$ cat config.mk
export PLATFORM = sky130hd
export DESIGN_NAME = irq_ctrl
export DESIGN_NICKNAME = d
export VERILOG_FILES = /design/src/rtl/irq_ctrl.sv
export SDC_FILE = /design/constraint.sdc
export NUM_CORES = 1
export LEC_CHECK = 0
export CAP_MARGIN = 20
export CORE_ASPECT_RATIO = 2
export CORE_MARGIN = 2
export CORE_UTILIZATION = 44
export CTS_CLUSTER_DIAMETER = 100
export DETAILED_ROUTE_END_ITERATION = 8
export PLACE_DENSITY = 0.73
export REMOVE_ABC_BUFFERS = 1
export SETUP_SLACK_MARGIN = 0.05
export SYNTH_ARGS = -nofsm -noshare
export SYNTH_HDL_FRONTEND = slang
export SYNTH_SLANG_ARGS = --single-unit
export TNS_END_PERCENT = 5
$ cat constraint.sdc
create_clock -name clk -period 1.4 [get_ports clk]
set_clock_uncertainty 0.15 [all_clocks]
set_input_delay 0.14 -clock clk [delete_from_list [all_inputs] [get_ports clk]]
set_output_delay 0.14 -clock clk [all_outputs]
set_load 0.005 [all_outputs]
$ cat src/rtl/irq_ctrl.sv
// Edge-triggered interrupt controller: synchronised line edges, mask, lowest-index priority, REQ/SERVICE handshake.
// Defining IRQ_TIMEOUT_EN adds an acknowledge timeout that drops the request and sets a sticky irq_timeout flag.
module irq_ctrl #(
   parameter int NLINES  = 8,
   parameter int TIMEOUT = 255
) (
   input  logic                      clk,
   input  logic                      reset,
   input  logic [NLINES-1:0]         irq_lines,
   input  logic                      mask_we,
   input  logic [NLINES-1:0]         mask_wdata,
   input  logic                      ExtIAck,
   input  logic                      ERet,
   output logic                      ExtIRQ,
   output logic [$clog2(NLINES)-1:0] irq_id,
   output logic [NLINES-1:0]         irq_pending,
   output logic                      irq_busy,
   output logic                      irq_timeout
);
   localparam int IDW = $clog2(NLINES);

   typedef enum logic [1:0] {S_IDLE, S_REQ, S_SERVICE} state_t;

   state_t            r_state;
   logic [NLINES-1:0] r_sync1, r_sync2, r_hist;
   logic [NLINES-1:0] r_pend, r_mask;
   logic [IDW-1:0]    r_id;
   logic              r_extirq, r_busy;
   logic [NLINES-1:0] w_edge, w_elig, w_clr;
   logic              w_take;

   generate
      if (NLINES < 2 || NLINES > 16 || (NLINES & (NLINES - 1)) != 0 || TIMEOUT < 1) begin : g_bad_param
         $error("irq_ctrl: NLINES must be a power of two in 2..16 and TIMEOUT must be >= 1");
      end
   endgenerate

   function automatic logic [IDW-1:0] f_lowest(input logic [NLINES-1:0] v);
      logic [IDW-1:0] idx;
      idx = '0;
      for (int i = NLINES - 1; i >= 0; i--) begin
         if (v[i]) idx = IDW'(i);
      end
      return idx;
   endfunction

`ifdef IRQ_TIMEOUT_EN
   localparam int CW = (TIMEOUT > 1) ? $clog2(TIMEOUT) : 1;
   logic [CW-1:0] r_cnt;
   logic          r_timeout;
   assign irq_timeout = r_timeout;
`else
   assign irq_timeout = 1'b0;
`endif

   // Two-flop synchroniser plus history flop; an edge is a fresh 1 in the synchronised stream.
   always_ff @(posedge clk or negedge reset) begin
      if (!reset) begin
         r_sync1 <= '0;
         r_sync2 <= '0;
         r_hist  <= '0;
      end else begin
         r_sync1 <= irq_lines;
         r_sync2 <= r_sync1;
         r_hist  <= r_sync2;
      end
   end

   assign w_edge = r_sync2 & ~r_hist;
   assign w_elig = r_pend & r_mask;
   assign w_take = (r_state == S_REQ) && ExtIAck;
   assign w_clr  = w_take ? (NLINES'(1) << r_id) : '0;

   // A new edge on the line being acknowledged wins over its clear.
   always_ff @(posedge clk or negedge reset) begin
      if (!reset) begin
         r_pend <= '0;
         r_mask <= '1;
      end else begin
         r_pend <= (r_pend & ~w_clr) | w_edge;
         if (mask_we) r_mask <= mask_wdata;
      end
   end

   always_ff @(posedge clk or negedge reset) begin
      if (!reset) begin
         r_state  <= S_IDLE;
         r_extirq <= 1'b0;
         r_busy   <= 1'b0;
         r_id     <= '0;
`ifdef IRQ_TIMEOUT_EN
         r_cnt     <= '0;
         r_timeout <= 1'b0;
`endif
      end else begin
         case (r_state)
            S_IDLE: begin
               if (|w_elig) begin
                  r_state  <= S_REQ;
                  r_extirq <= 1'b1;
                  r_id     <= f_lowest(w_elig);
`ifdef IRQ_TIMEOUT_EN
                  r_cnt    <= '0;
`endif
               end
            end
            S_REQ: begin
               // Request and id stay frozen here regardless of mask/pending activity.
               if (ExtIAck) begin
                  r_state  <= S_SERVICE;
                  r_extirq <= 1'b0;
                  r_busy   <= 1'b1;
               end
`ifdef IRQ_TIMEOUT_EN
               else if (r_cnt == CW'(TIMEOUT - 1)) begin
                  r_state   <= S_IDLE;
                  r_extirq  <= 1'b0;
                  r_timeout <= 1'b1;
               end else begin
                  r_cnt <= r_cnt + CW'(1);
               end
`endif
            end
            S_SERVICE: begin
               if (ERet) begin
                  r_state <= S_IDLE;
                  r_busy  <= 1'b0;
               end
            end
            default: begin
               r_state  <= S_IDLE;
               r_extirq <= 1'b0;
               r_busy   <= 1'b0;
            end
         endcase
      end
   end

   assign ExtIRQ      = r_extirq;
   assign irq_busy    = r_busy;
   assign irq_id      = r_id;
   assign irq_pending = r_pend;

endmodule

==> results of run 1 <==
worst paths after layout:
| check | from | end | slack (ns) | depth (start not counted) |
|---|---|---|---|---|
| worst max register to register | irq_pending[3] | r_state[0] | -0.03 | 5 |
| max in group asynchronous | reset | r_mask[3] | 0.62 | 3 |
| worst max-delay path | irq_pending[3] | r_state[0] | -0.03 | 5 |
| worst min-delay path | irq_lines[7] | r_sync1[7] | 0.13 | 1 |
| worst min register to register | r_sync1[2] | r_sync2[2] | 0.20 | 0 |
| min in group asynchronous | reset | irq_id[2] | 0.20 | 3 |
worst register-to-register path, cell delays in order (launching register included):
cell	delay, ns
dfrtp_1	0.39
buf_6	0.13
a22oi_2	0.22
nand4_1	0.20
nor2_1	0.15
a211oi_1	0.07
layout make-up:
| type | instances | area [sq um] | share of cell area |
|---|---|---|---|
| Timing Repair Buffer | 48 | 449 | 0.198 |
| Inverter | 9 | 33.8 | 0.0149 |
| Tap cell | 49 | 61.3 | 0.0270 |
| Multi-Input combinational cell | 65 | 440 | 0.194 |
| Sequential cell | 47 | 1190 | 0.523 |
| Clock buffer | 8 | 100 | 0.0440 |
flip-flops by register name, summed over array words and instances, names as in the netlist:
register / flops
r_hist: 8
ExtIRQ: 1
r_sync2: 8
irq_busy: 1
irq_pending: 8
r_sync1: 8
irq_id: 3
r_mask: 8
r_state: 2
power groups by stage:
| stage | Sequential [W] | Combinational, W | Clock [W] |
|---|---|---|---|
| after global routing | 0.00182 | 0.00125 | 0.000923 |
| after floorplan | 0.00184 | 0.000408 | 0 |
| after CTS | 0.00178 | 0.00113 | 0.000877 |
| final | 0.00179 | 0.00114 | 0.000839 |
| after global placement | 0.00184 | 0.00100 | 0 |
| after detailed placement | 0.00186 | 0.00105 | 0 |
metrics by stage:
step,total power [W],worst slack [ns],hold slack [ns]
floorplan,0.00225,0.105,-0.306
global placement,0.00284,-0.0762,-0.0191
detailed placement,0.00291,-0.162,-0.0128
CTS,0.00378,-0.0313,0.124
global route,0.00399,-0.112,0.124
finish,0.00377,-0.0286,0.135
repair_timing:
| action | in CTS | in global routing |
|---|---|---|
| endpoints found under the hold margin | 47 | 0 |
| buffers inserted | 5 | 1 |
| setup endpoints to repair | 18 | 12 |
| pin swaps | 3 | 4 |
| hold buffers | 1 | 0 |
| gates resized for setup | 20 | 6 |
cells by family after synthesis:
family                 count (synthesis)  synth area share
DFF                                   47             0.717
AOI/OAI and AO/OA                     34             0.134
and+or+nand+nor                       22            0.0650
buffers and inverters                 11            0.0280
muxes                                  8            0.0544
other                                  1           0.00227
cells in the final DEF, fill, tap and decap left out, types with 4 or more instances in the layout:
cell type and n:
o21ai_0 9, clkbuf_8 7, dfstp_2 8, inv_1 9
dlygate4sd2_1 12, a22oi_2 4, a21oi_1 5, clkdlybuf4s50_1 19
o21ai_1 8, dfrtp_1 37, buf_4 11, nand2_1 12
mux2_2 8
per-layer routing:
metal  vias up  part of all wire  routed length, um  track usage
li1        530                 -                  -            -
met1       554              0.33               1050        0.167
met2        36              0.60               1920        0.298
met3        12             0.046                149       0.0460
met4         0             0.032                102       0.0880
met5         -                 0                  0            0
==> impl_metrics.toml, run 1 <==
[drt]
wl_um = 3220
dr.first_iter.drc_count = 14
viasPerCell = 5.01
dr.pass1.iters = 4
drc = 0
wl_per_cell_um = 14.3
vias = 1132
drtAntennaViolNets = 0

[timing]
drv_slew = 0
fmax_ghz = 0.700
rsz0062_at_grt = "yes"
hold_violations = 0
fin_crit_sh = 1.02
layout_setup_ws_ns = -0.0286
fin_setup_tns_ns = -0.0586
setup_viol = 3
min_period_ns = 1.43

[die]
start_util = 0.459
die_h_um = 90.7
core_area_sq_um = 3610
io_pins = 35
fp.dieW_um = 47.4
die_area_sq_um = 4300
rows = 31

[grt]
grt_use_total = 0.171
overflow = 0
antenna_found_initial = 0
grt_max_degree = 48
grt_pass1_vias = 1164
grt_pass1_wl_um = 5180

[synth]
syn_inst = 123
synth-edff-count = 0
synth_ff_type = "dfrtp_1"
synth_most_common_cell = "dfrtp_1"
synthTopCellsByArea = "dfrtp_1 (59%), dfstp_2 (13%), mux2_2 (5.4%)"
ys_ff_latch = 47
synth_top_area_share = 0.590
async_flop_share = 1.00
ys_types = 26
ys_top_cells_by_count = "dfrtp_1 (39), o21ai_0 (13), nand2_1 (12), inv_1 (9)"
yosysWarnings = 0
yosys.area.top_type = "dfrtp_1"
postSynthAreaPerCell_sq_um = 13.5
synth_area_sq_um = 1660
yosysSeqAreaShare = 0.717

[setup_path]
crit_type = "reg -> reg"
crit_arrival_ns = 1.45
worstPathRequired_ns = 1.42
critPathLaunchType = "register"
path_max_fanout = 3
cp_cell_sequence = "buf_6 > a22oi_2 > nand4_1 > nor2_1 > a211oi_1"
end_kind = "register"
slowest_stage = "dfrtp_1"
worst_path_dominant_cell_family = "flip-flops"
cpPeakStageDelay_ns = 0.39
crit_buf_inv = 1

[power]
pwr-share-seq = 0.474
ir_drop_uv = 1100
clock_power_share = 0.222
power.density_nw_per_um2 = 1660
leakagePower_nw = 0.972
p_int_w = 0.00267
p_comb_frac = 0.303
p_switching_w = 0.00110
p_sw_frac = 0.292

[cts]
cts_tree = "built"
h-tree-depth = 2
clock_latency_ns = 0.29
root_buffer = "clkbuf_8"
clock-sinks = 47
clkSlewWorstSetupHoldPaths_ns = 0.08
clockBufferDepth = 2
cts_inserted_buffers = 5

[flow_run]
maxCapViolCount = 0

[place]
io_buffer_count = 33
dpl_cell_area_sq_um = 2110
gp_congestion = 0.841
hpwl_um = 2360
dp.cells = 211

[final_layout]
fill_cells = 294
design_area_sq_um = 2270
num_antenna_cells = 0
fin_cells = 226
layout.nets = 197
fin_util = 0.630
syn2layout_area_growth_pct = 37.3
drive_above_1_share = 0.294

[run_status]
status = "finished with violations"
violations = "negative setup slack"

[worst_hold_path]
holdCritPathClass = "in -> reg"
No activity file was read; power rests on OpenSTA's default activity.
==> run 2, diff against run 1 <==
Settings changed: RECOVER_POWER set to 50.
==> impl_metrics.toml, run 2 (synthesized netlist as in run 1, its figures left out) <==
[run_status]
status = "finished with violations"
violations = "negative setup slack"

[drt]
vias = 1132
wl_per_cell_um = 14.3
dr.first_iter.drc_count = 14
dr.pass1.iters = 4
viasPerCell = 5.01
wl_um = 3220
drc = 0
drtAntennaViolNets = 0

[setup_path]
critPathLaunchType = "register"
crit_arrival_ns = 1.45
r2r_cells = 5
path_max_fanout = 3
worstPathRequired_ns = 1.42
regToRegSetupSlack_ns = -0.03
reg2reg_from = "irq_pending[3]"
r2r-end = "r_state[0]"
end_kind = "register"
crit_type = "reg -> reg"

[final_layout]
final_common_cell = "dfrtp_1"
layout_common_cells = "dfrtp_1 (37), nand2_1 (12), dlygate4sd2_1 (12)"
layout.nets = 197
fill_cells = 296
num_antenna_cells = 0
syn2layout_area_growth_pct = 36.6
drive_above_1_share = 0.294

[cts]
clkSlewWorstSetupHoldPaths_ns = 0.08
h-tree-depth = 2
cts_tree = "built"
root_buffer = "clkbuf_8"
clock_latency_ns = 0.29
clockBufferDepth = 2
cts_inserted_buffers = 5
clock-sinks = 47

[timing]
fin_setup_tns_ns = -0.0555
drv_slew = 0
rsz0062_at_grt = "yes"
min_period_ns = 1.43
fin_hold_ws_ns = 0.202
hold_violations = 0
setup_viol = 3
layout_setup_ws_ns = -0.0270
tightest_slew_ns = 0.603
fin_crit_sh = 1.02
relSlewSlack = 0.598
fmax_ghz = 0.701

[die]
rows = 31
die_h_um = 90.7
io_pins = 35
start_util = 0.459
core_area_sq_um = 3610
die_area_sq_um = 4300
fp.dieW_um = 47.4

[power]
p_int_w = 0.00266
p_comb_frac = 0.302
clock_power_share = 0.223
leakagePower_nw = 0.970
ir_drop_uv = 1100
power.density_nw_per_um2 = 1660
pwr-share-seq = 0.476
p_sw_frac = 0.293
power_w = 0.00376
p_switching_w = 0.00110

[worst_hold_path]
hold_end = "r_sync2[2]"
holdPathStages = 0
holdCritPathClass = "reg -> reg"
min_from = "r_sync1[2]"

[grt]
grt_max_degree = 48
grt_pass1_wl_um = 5180
overflow = 0
grt_pass1_vias = 1164
antenna_found_initial = 0
grt_use_total = 0.171

[place]
hpwl_um = 2360
pre_cts_ws_ns = -0.162
gp_congestion = 0.841
io_buffer_count = 33

[flow_run]
maxCapViolCount = 0
run 2: cell types whose count changed in the layout (fill, tap and decap cells not counted):
cell,before,now
clkbuf_4,0,1
buf_12,2,1
dlygate4sd3_1,1,9
clkdlybuf4s50_1,19,11
run 2: worst max path at each step:
stage              startpoint              to  slack [ns]  cells past startpoint
2_1_floorplan      r_state[1]  irq_pending[0]        0.11                      4
3_5_place_dp          ExtIAck  irq_pending[1]       -0.16                      5
3_3_place_gp          ExtIAck  irq_pending[2]       -0.08                      5
4_1_cts        irq_pending[3]      r_state[0]       -0.03                      5
5_1_grt        irq_pending[3]       irq_id[0]       -0.11                      5
6_report       irq_pending[3]      r_state[0]       -0.03                      5
run 2: power by group through the flow:
stage	sequential, W	clock [W]	combinational, W
2_1_floorplan	0.00184	0	0.000408
3_3_place_gp	0.00184	0	0.00100
3_5_place_dp	0.00186	0	0.00105
4_1_cts	0.00178	0.000877	0.00113
5_1_grt	0.00182	0.000923	0.00124
6_report	0.00179	0.000839	0.00114
run 2: per-layer routing:
metal,up-vias,share of wire,global-route usage
met2,36,0.60,0.298
met1,554,0.33,0.167
li1,530,-,-
met4,0,0.032,0.0880
met3,12,0.046,0.0460
met5,-,0,0
run 2: final cells by class:
cell class	instances	area (sq um)	area share
Multi-Input combinational cell	65	440	0.195
Tap cell	49	61.3	0.0271
Sequential cell	47	1190	0.526
Clock buffer	8	100	0.0443
Inverter	9	33.8	0.0149
Timing Repair Buffer	48	437	0.193
run 2: stage by stage:
step	utilization	cell area [sq um]	cells
CTS	0.626	2260	225
global placement	0.586	2110	211
detailed placement	0.586	2110	211
finish	0.627	2260	226
global route	0.627	2260	226
floorplan	-	1640	121
run 2: critical path, stage by stage (launching register included):
cell	delay (ns)
dfrtp_1	0.39
buf_6	0.13
a22oi_2	0.22
nand4_1	0.20
nor2_1	0.14
a211oi_1	0.07
run 2: what timing repair did:
action,CTS,global route
hold buffers,1,0
pin swaps,3,4
gates resized for setup,20,6
endpoints found under the hold margin,47,0
buffers inserted,5,1
endpoints found under the setup margin,18,12
